File: config.mk
export PLATFORM = sky130hd
export DESIGN_NAME = control_sequencer
export DESIGN_NICKNAME = d
export VERILOG_FILES = /design/src/rtl/control_sequencer.sv
export SDC_FILE = /design/constraint.sdc
export NUM_CORES = 1
export LEC_CHECK = 0
export ABC_AREA = 1
export BUFFER_PORTS_ARGS = -buffer_cell sky130_fd_sc_hd__buf_2
export CORE_ASPECT_RATIO = 2
export CORE_MARGIN = 8
export CORE_UTILIZATION = 35
export CTS_BUF_LIST = sky130_fd_sc_hd__clkbuf_16
export CTS_CLUSTER_DIAMETER = 30
export CTS_CLUSTER_SIZE = 24
export DETAILED_ROUTE_END_ITERATION = 10
export PLACE_DENSITY = 0.72
export SKIP_CTS_REPAIR_TIMING = 1
export SLEW_MARGIN = 20
export SYNTH_ARGS = -nofsm -noshare
export SYNTH_HDL_FRONTEND = slang
export SYNTH_SLANG_ARGS = --single-unit
File: constraint.sdc
create_clock -name clk -period 1.3 [get_ports clk]
set_input_delay 0.065 -clock clk [delete_from_list [all_inputs] [get_ports clk]]
set_output_delay 0.065 -clock clk [all_outputs]
set_load 0.01 [all_outputs]
File: src/rtl/control_sequencer.sv
// control_sequencer: hardwired T-step control unit for the 32-bit bus datapath
module control_sequencer #(
   parameter logic [4:0] ALU_INC = 5'b11111,
   parameter logic [4:0] ALU_ADD = 5'b00011,
   parameter logic [4:0] ALU_MUL = 5'b01111
) (
   input  logic        clk,
   input  logic        clr,
   input  logic [31:0] IR,
   input  logic        mem_rdy,
   output logic [4:0]  bus_sel,
   output logic [15:0] reg_in,
   output logic        PC_in,
   output logic        IR_in,
   output logic        Y_in,
   output logic        Z_in,
   output logic        HI_in,
   output logic        LO_in,
   output logic        MAR_in,
   output logic        MDR_in,
   output logic [4:0]  ALU_select,
   output logic        mem_read,
   output logic        mem_write,
   output logic        halted,
   output logic [3:0]  step
);
   typedef enum logic [3:0] {
      T0 = 4'd0, T1 = 4'd1, T2 = 4'd2, T3 = 4'd3, T4 = 4'd4,
      T5 = 4'd5, T6 = 4'd6, T7 = 4'd7, T8 = 4'd8, HALT = 4'd15
   } state_t;
   localparam logic [4:0] SEL_HI  = 5'd16;
   localparam logic [4:0] SEL_LO  = 5'd17;
   localparam logic [4:0] SEL_ZHI = 5'd18;
   localparam logic [4:0] SEL_ZLO = 5'd19;
   localparam logic [4:0] SEL_PC  = 5'd20;
   localparam logic [4:0] SEL_MDR = 5'd21;
   localparam logic [4:0] SEL_C   = 5'd23;
   state_t state_q, state_d;
   logic [4:0] op;
   logic [3:0] ra, rb, rc;
   logic [15:0] ra_hot;
   logic is_alu, is_imm, is_ld, is_st, is_mul, is_mfhi, is_mflo, is_halt, is_ex;
   logic unused_ir;
   assign op = IR[31:27];
   assign ra = IR[26:23];
   assign rb = IR[22:19];
   assign rc = IR[18:15];
   assign unused_ir = ^IR[14:0];
   assign ra_hot = 16'd1 << ra;
   assign is_alu = op inside {5'b00011, 5'b00100, 5'b00101, 5'b00110};
   assign is_imm = op inside {5'b01000, 5'b00001};
   assign is_ld = op == 5'b00000;
   assign is_st = op == 5'b00010;
   assign is_mul = op == 5'b01111;
   assign is_mfhi = op == 5'b10000;
   assign is_mflo = op == 5'b10001;
   assign is_halt = op == 5'b11011;
   assign is_ex = is_alu | is_imm | is_ld | is_st | is_mul;
   // next T-step: fetch, opcode-dependent execute length, memory waits
   always_comb begin
      state_d = state_q;
      case (state_q)
         T0: state_d = T1;
         T1: state_d = T2;
         T2: state_d = mem_rdy ? T3 : T2;
         T3: state_d = T4;
         T4: state_d = is_halt ? HALT : is_ex ? T5 : T0;
         T5: state_d = T6;
         T6: state_d = (is_ld | is_st | is_mul) ? T7 : T0;
         T7: state_d = is_ld ? (mem_rdy ? T8 : T7) : is_st ? T8 : T0;
         T8: state_d = (is_st & ~mem_rdy) ? T8 : T0;
         HALT: state_d = HALT;
         default: state_d = T0;
      endcase
   end
   // step register; clr low restarts at T0 and is the only way out of HALT
   always_ff @(posedge clk) state_q <= clr ? state_d : T0;
   // strobe decode from (step, IR); everything forced low while clr is low
   always_comb begin
      bus_sel = '0;
      reg_in = '0;
      PC_in = 1'b0;
      IR_in = 1'b0;
      Y_in = 1'b0;
      Z_in = 1'b0;
      HI_in = 1'b0;
      LO_in = 1'b0;
      MAR_in = 1'b0;
      MDR_in = 1'b0;
      ALU_select = '0;
      mem_read = 1'b0;
      mem_write = 1'b0;
      halted = 1'b0;
      step = '0;
      if (clr) begin
         step = state_q;
         case (state_q)
            T0: begin
               bus_sel = SEL_PC;
               MAR_in = 1'b1;
               ALU_select = ALU_INC;
               Z_in = 1'b1;
            end
            T1: begin
               bus_sel = SEL_ZLO;
               PC_in = 1'b1;
            end
            T2: begin
               mem_read = 1'b1;
               MDR_in = mem_rdy;
            end
            T3: begin
               bus_sel = SEL_MDR;
               IR_in = 1'b1;
            end
            T4: begin
               bus_sel = is_mul ? {1'b0, ra} : is_mfhi ? SEL_HI : is_mflo ? SEL_LO : is_ex ? {1'b0, rb} : '0;
               Y_in = is_ex;
               reg_in = (is_mfhi | is_mflo) ? ra_hot : '0;
            end
            T5: begin
               bus_sel = is_alu ? {1'b0, rc} : is_mul ? {1'b0, rb} : is_ex ? SEL_C : '0;
               ALU_select = is_alu ? op : is_mul ? ALU_MUL : is_ex ? ALU_ADD : '0;
               Z_in = is_ex;
            end
            T6: begin
               bus_sel = is_ex ? SEL_ZLO : '0;
               reg_in = (is_alu | is_imm) ? ra_hot : '0;
               MAR_in = is_ld | is_st;
               LO_in = is_mul;
            end
            T7: begin
               bus_sel = is_st ? {1'b0, ra} : is_mul ? SEL_ZHI : '0;
               mem_read = is_ld;
               MDR_in = is_st | (is_ld & mem_rdy);
               HI_in = is_mul;
            end
            T8: begin
               bus_sel = is_ld ? SEL_MDR : '0;
               reg_in = is_ld ? ra_hot : '0;
               mem_write = is_st;
            end
            HALT: halted = 1'b1;
            default: ;
         endcase
      end
   end
endmodule

### Word-level counts from Yosys, hierarchy flattened

Cells that the tools add are included.

* register bits after elaboration: 4
* latch bits: 0
* RAM bits: 0
* bits in read-only memories: 0
* word-level logic and storage cells: 92
* memories kept: 0

* add/subtract/negate cells: 0
* multiply operators: 0
* divide/modulo/power cells: 0
* magnitude comparators: 0
* equal/unequal tests: 20
* shift-type cells: 1
* mux-type cells: 55
* bitwise gates (word level): 11
* reductions and logical operators: 4

Operators with widths (number)
* $mux 5: 13
* $mux 16: 4
* $pmux 16 s3: 1
* $pmux 4 s10: 1
* $pmux 5 s8: 1
* $mux 4: 8
* $mux 1: 19
* $eq 4x3->1 const B: 4
* $shl 1x4->16 const A: 1
* $eq 5x3->1 const B: 3
* $eq 5x5->1 const B: 3
* $eq 5x2->1 const B: 2
* $eq 5x4->1 const B: 2
* $pmux 5 s2: 1
* $eq 4x2->1 const B: 2
* $eq 4x4->1 const B: 2
* $or 1x1->1: 8
* $pmux 1 s2: 4
* $mux 3: 2
* $eq 5x1->1 const B: 1
* $logic_not 5->1: 1
* $eq 4x1->1 const B: 1
* $logic_not 4->1: 1
* $reduce_bool 4->1: 1
* 4 further kinds: 5

### Logic depth before layout (Yosys ltp)

Gate-level depths: netlist (run 1).

* depth after elaboration: 12
* gate-level depth with buffers: 13

### Least setup slack after synthesis (run 1)

No wires, ideal clock.

* kind: flip-flop to output port
* start: register state_q[3]
* end: output ALU_select[0]
* arrival time: 1474 ps
* required time: 1235 ps
* path slack: -239 ps
* stages on the path, launching flop included: 10
* buffers on the path: 0
* path through: dfxtp_1 -> nor2_2 -> inv_1 -> nor2_1 -> inv_1 -> nor2_1 -> inv_1 -> o21ai_4 -> inv_2 -> a21oi_1

* longest elaborated chain between the ends: 3
* elaborated cells on any way between the ends: 4
* classes of those cells: eq/ne: 1; mux: 2; reduce/logical: 1

Ends and longest elaborated chain
* start: declaration: line 38 `state_t state_q, state_d;`
* start signal: assignment: line 77 `always_ff @(posedge clk) state_q <= clr ? state_d : T0;`
* $eq 4x3->1 or $logic_not 4->1 (tied branches): line 97 `case (state_q)`
* $pmux 5 s2 *: line 97
* $mux 5 *: line 95 `if (clr) begin`
* end: declaration: line 21 `output logic [4:0] ALU_select,`

Mark *: on every way between the ends. The rest lies on a longest branch, timed or not.

### Worst setup path after layout (run 1)

* start: register state_q[0]
* end: output bus_sel[4]

* longest elaborated chain between the ends: 3
* elaborated cells on any way between the ends: 10
* classes of those cells: eq/ne: 7; mux: 2; reduce/logical: 1

Ends and longest elaborated chain
* $eq 4x4->1 (tied with other cells): line 97
* $pmux 5 s8 *: line 97
* $mux 5 *: line 95
* end: declaration: line 11 `output logic [4:0] bus_sel,`

Marked as above.

==> impl_metrics.py, run 1 <==
metrics = {
    "logic_synthesis": {
        "synth_mux_area_frac": 0,
        "synthArstFlopShare": 0,
        "synth_cell_types": 29,
        "yosys.area_share.simple": 0.604,
        "synth_fa_ha_area_frac": 0,
        "synth-edff-count": 0,
        "synth.largest_area_cell": "nor2_1",
        "synth-xor-area-share": 0,
        "synthFlopType": "dfxtp_1",
        "synth_compound_area_frac": 0.144,
        "ys_seq_elements": 4,
        "avgSynthCellArea_um2": 4.97,
        "syn_inst": 225,
        "ys_warn_count": 0,
        "synth_top_cell_area_share": 0.174,
        "synth_area_leaders": "nor2_1 (17%), nand2_1 (15%), inv_1 (13%), a21oi_1 (8.1%), nand3_1 (8.1%)",
        "synth_nets": 260,
        "synth_top_family_by_area": "simple AND/OR/NAND/NOR gates",
        "syn_area_mm2": 0.00112,
        "synth-seq-area-share": 0.0716,
    },
    "worst_setup_path": {
        "r2r_cells": 12,
        "critPathMaxStageDelay_ns": 0.39,
        "required_ns": 1.24,
        "cp.arrival_ns": 1.71,
        "crit_path_start_kind": "flop",
        "r2r_end": "state_q[0]",
        "reg2reg_from": "state_q[2]",
        "critPathMaxFanout": 5,
        "end_kind": "output pin",
        "cp_slowest_cell": "dfxtp_4",
        "crit_chain": "nand2_1 > inv_1 > nand2_1 > buf_6 > nor2_1 > inv_1 > nand3_1 > nor2_1 > a21oi_1 > buf_2",
        "crit_type": "reg -> out",
        "reg2reg_slack_ns": -0.25,
    },
    "global_route": {
        "grt.total_usage": 0.167,
        "grt_pass1_wl_um": 7650,
        "overflow": 0,
        "grt_max_degree": 11,
        "antenna_found_initial": 0,
        "grt_pass1_vias": 1781,
    },
    "cells_and_area": {
        "largest_register_ffs": 4,
        "nFillCells": 252,
        "antennaDiodeCount": 0,
        "final_cell_mix": "buf_2 (58), buf_4 (45), nand2_1 (39), inv_1 (27), nor2_1 (26)",
        "utilization": 0.732,
        "syn2layout_area_growth_pct": 104,
        "regArea_um2": 92.6,
        "largest_registers": "state_q: 4 flops",
        "drive_gt1_frac": 0.595,
        "final_nets": 378,
        "multiInputGateArea_mm2": 0.00110,
        "layout.cells.non_filler": 372,
        "top_register": "state_q",
        "final_common_cell": "buf_2",
    },
    "job": {
        "drv_cap": 0,
    },
    "timing": {
        "finalClockSkew_ns": 0.000559,
        "tns_ns": -13.89,
        "drv_slew": 0,
        "fmax_mhz": 565,
        "rsz0062_at_grt": "yes",
        "setup_ws_ns": -0.471,
        "slew_headroom": 0.713,
        "worstMarginPinSlew_ns": 0.426,
        "min_period_ns": 1.77,
        "period_share": 1.36,
        "hold_viol": 0,
        "setup_viol": 40,
    },
    "run_status": {
        "violations": "negative setup slack",
        "status": "finished, violations left",
    },
    "die": {
        "die-area_mm2": 0.00537,
        "rows": 29,
        "start_util": 0.358,
        "ios": 76,
        "die_h_um": 96.0,
        "fp.dieW_um": 56.0,
        "core_mm2": 0.00312,
    },
    "clocking": {
        "cts-buffers-inserted": 3,
        "cts_tree": "built",
        "clockBufferDepth": 2,
        "insertion_delay_ns": 0.22,
        "cts_htree_levels": 1,
        "root_buffer": "clkbuf_16",
        "clk_pin_slew_ns": 0.03,
        "cts_sinks": 4,
    },
    "route": {
        "drc": 0,
        "drt-initial-drc-count": 78,
        "post_drt_via_cell_ratio": 5.25,
        "antenna_left": 0,
        "dr.pass1.iters": 4,
        "drt_wl_total_um": 5410,
        "wl_per_cell_um": 14.6,
        "num_vias": 1954,
    },
    "placement": {
        "place.gp.congestion": 0.906,
        "io_buffers": 60,
        "hpwl_um": 4050,
        "dpl.cell_count": 360,
    },
    "min_path": {
        "hp-start": "clr",
        "hp-class": "in -> reg",
        "min_to": "state_q[0]",
        "whs_path_depth": 4,
    },
    "power_and_ir_drop": {
        "power_density_mw_per_mm2": 767,
        "vdd.ir_drop.worst_v": 0.00162,
        "p_leak_nw": 1.27,
    },
}
## worst max path at each step
stage | depth (start not counted) | endpoint | slack, ns | startpoint
5_1_grt | 12 | bus_sel[1] | -0.62 | state_q[0]
3_3_place_gp | 9 | bus_sel[3] | -0.19 | state_q[1]
3_5_place_dp | 9 | bus_sel[3] | -0.20 | state_q[1]
6_report | 10 | bus_sel[4] | -0.47 | state_q[0]
4_1_cts | 8 | reg_in[0] | -0.43 | state_q[3]
2_1_floorplan | 6 | reg_in[6] | -0.04 | state_q[0]
## cells in the mapped netlist, types with 2 or more instances
cell type  count
a21oi_1       18
buf_6          2
dfxtp_1        4
inv_1         38
inv_2          5
nand2_1       45
nand2_2        3
nand2_4        2
nand3_1       18
nand4_1        8
nor2_1        52
nor2_2         5
nor3_1         7
o21ai_0        2
o21ai_1        2
## metal layers
layer	share of wire	track usage	routed length, um	vias to the layer above
met5	0	0	0	-
met4	0.045	0.0544	242	0
met3	0.056	0.0343	305	23
met2	0.56	0.355	3030	86
met1	0.34	0.145	1840	899
li1	-	-	-	946
## critical path: cells and delay by family, from the launching register on
kind,cells,cell delay [ns]
AO/OA/AOI/OAI,1,0.13
AND/OR/NAND/NOR,5,0.48
flip-flops,1,0.39
buffers and inverters,4,0.50
## cell families (layout without fill, tap and decap cells)
logic type             count (synthesis)  after routing
AND/OR/NAND/NOR                      146            146
buffers and inverters                 48            164
flip-flops                             4              4
AO/OA/AOI/OAI                         27             27
## per-stage QoR
step	area [um^2]	total power, mW	worst slack (ns)	hold WS [ns]
after floorplan	1220	0.630	-0.0377	0.268
after global placement	1900	1.02	-0.189	0.444
final	2280	1.75	-0.471	0.257
after detailed placement	1900	1.03	-0.197	0.450
after CTS	1970	1.50	-0.432	0.226
after global routing	2280	1.85	-0.618	0.281
## layout make-up
type / count / share of cell area
well taps: 31 / 0.0170
flip-flops and latches: 4 / 0.0405
multi-input cells: 173 / 0.481
inverters: 45 / 0.0816
repair buffers: 116 / 0.347
clock buffers: 3 / 0.0329
## power breakdown
part / internal, mW / switching, mW
Sequential: 0.147 / 0.0354
Clock: 0.391 / 0.0707
Combinational: 0.505 / 0.603
Total: 1.04 / 0.709
Power figures use the tool's default switching activity.
==> inputs of run 2 (changes only) <==
--- a/config.mk
+++ b/config.mk
@@ -6,7 +6,6 @@
 export NUM_CORES = 1
 export LEC_CHECK = 0
 export ABC_AREA = 1
-export BUFFER_PORTS_ARGS = -buffer_cell sky130_fd_sc_hd__buf_2
 export CORE_ASPECT_RATIO = 2
 export CORE_MARGIN = 8
 export CORE_UTILIZATION = 35
@@ -14,7 +13,9 @@
 export CTS_CLUSTER_DIAMETER = 30
 export CTS_CLUSTER_SIZE = 24
 export DETAILED_ROUTE_END_ITERATION = 10
-export PLACE_DENSITY = 0.72
+export DONT_BUFFER_PORTS = 1
+export PLACE_DENSITY = 0.51
+export SETUP_SLACK_MARGIN = 0.4
 export SKIP_CTS_REPAIR_TIMING = 1
 export SLEW_MARGIN = 20
 export SYNTH_ARGS = -nofsm -noshare
==> run 2 against run 1 <==
  * The run still ends with negative setup slack left
  * Worst setup slack improved by 0.12 ns
  * Critical endpoint is now ALU_select[0]
  * Count of clock-buffer cells in the layout unchanged
  * Sequential power about the same
  * Via count decreased by 16%
  * First-iteration DRC count decreased by 67%
==> impl_metrics.py, run 2 (synthesized netlist as in run 1, its figures left out) <==
metrics = {
    "timing": {
        "rsz0062_at_grt": "yes",
        "finalClockSkew_ns": 0.00108,
        "slew_headroom": 0.662,
        "fin_hold_ws_ns": 0.0843,
        "setup_viol": 38,
        "min_period_ns": 1.65,
        "period_share": 1.27,
        "drv_slew": 0,
        "hold_viol": 0,
        "tns_ns": -9.19,
        "fmax_mhz": 606,
        "worstMarginPinSlew_ns": 0.503,
        "setup_ws_ns": -0.351,
    },
    "route": {
        "drt_wl_total_um": 5140,
        "drc": 0,
        "antenna_left": 0,
        "num_vias": 1644,
        "dr.pass1.iters": 4,
        "drt-initial-drc-count": 26,
        "wl_per_cell_um": 17.1,
        "post_drt_via_cell_ratio": 5.46,
    },
    "placement": {
        "hpwl_um": 4130,
        "io_buffers": 0,
        "placed_area_mm2": 0.00157,
        "place.gp.congestion": 0.866,
    },
    "clocking": {
        "cts-buffers-inserted": 3,
        "clk_pin_slew_ns": 0.03,
        "cts_tree": "built",
        "clockBufferDepth": 2,
        "root_buffer": "clkbuf_16",
        "insertion_delay_ns": 0.22,
        "cts_htree_levels": 1,
        "cts_sinks": 4,
    },
    "cells_and_area": {
        "final_nets": 306,
        "fin_area_mm2": 0.00202,
        "largest_registers": "state_q: 4 flops",
        "syn2layout_area_growth_pct": 80.8,
        "top_register": "state_q",
        "regArea_um2": 95.1,
        "final_common_cell": "nand2_1",
        "drive_gt1_frac": 0.567,
        "multiInputGateArea_mm2": 0.00121,
        "final_cell_mix": "nand2_1 (34), buf_4 (27), nor2_2 (21), inv_1 (21)",
        "largest_register_ffs": 4,
        "nFillCells": 285,
        "antennaDiodeCount": 0,
    },
    "worst_setup_path": {
        "crit_path_start_kind": "flop",
        "end_kind": "output pin",
        "crit_type": "reg -> out",
        "cp.arrival_ns": 1.59,
        "required_ns": 1.24,
        "critPathMaxFanout": 4,
    },
    "die": {
        "die-area_mm2": 0.00537,
        "fp.dieW_um": 56.0,
        "core_mm2": 0.00312,
        "start_util": 0.358,
        "ios": 76,
        "die_h_um": 96.0,
        "rows": 29,
    },
    "global_route": {
        "grt_pass1_vias": 1634,
        "overflow": 0,
        "grt_pass1_wl_um": 7590,
        "antenna_found_initial": 0,
        "grt_max_degree": 12,
        "grt.total_usage": 0.169,
    },
    "job": {
        "drv_cap": 0,
    },
    "min_path": {
        "hp-class": "in -> reg",
    },
    "power_and_ir_drop": {
        "p_leak_nw": 0.930,
        "vdd.ir_drop.worst_v": 0.00127,
        "power_density_mw_per_mm2": 801,
    },
    "run_status": {
        "violations": "negative setup slack",
        "status": "finished, violations left",
    },
}
[run 2: cell types whose count changed in the layout (fill, tap and decap cells not counted), sizes merged]
| cell | change |
|---|---|
| buf | -73 |
| dlygate4sd3 | +1 |
| inv | +1 |
[run 2: power breakdown]
group | total, mW | switching, mW | internal [mW]
sequential | 0.183 | 0.0368 | 0.146
clock | 0.489 | 0.0917 | 0.397
combinational | 0.948 | 0.557 | 0.391
total | 1.62 | 0.685 | 0.935
[run 2: critical path, stage by stage (launching register included)]
cell	delay [ns]
dfxtp_4	0.35
buf_12	0.12
nor2_4	0.13
inv_2	0.08
nor2_4	0.13
inv_2	0.08
nor2_4	0.10
inv_2	0.08
o21ai_4	0.07
inv_2	0.08
a21oi_4	0.14
[run 2: path summary, 6_finish.rpt]
| path | startpoint | endpoint | slack [ns] | cells after the start |
|---|---|---|---|---|
| min reg2reg | state_q[1] | state_q[1] | 0.75 | 5 |
| max | state_q[2] | ALU_select[0] | -0.35 | 10 |
| max reg2reg | state_q[2] | state_q[0] | -0.16 | 11 |
| min | mem_rdy | state_q[3] | 0.08 | 3 |
[run 2: metal layers]
layer / global-route usage / wire, um
met4: 0.0524 / 159
met2: 0.368 / 3130
met1: 0.140 / 1570
met3: 0.0383 / 272
met5: 0 / 0
[run 2: per-stage QoR]
stage	cells	util	power, mW	worst slack, ns
global route	301	0.648	1.71	-0.405
detailed placement	288	0.504	0.876	-0.156
floorplan	225	-	0.669	-0.0376
finish	301	0.648	1.62	-0.351
CTS	292	0.529	1.37	-0.405
global placement	288	0.504	0.870	-0.104
[run 2: final cells by class]
cell class	count	share of cell area
Clock buffer	3	0.0371
Sequential cell	4	0.0470
Tap cell	31	0.0192
Inverter	45	0.0953
Timing Repair Buffer	44	0.199
Multi-Input combinational cell	173	0.601
Clock inverter	1	0.00186
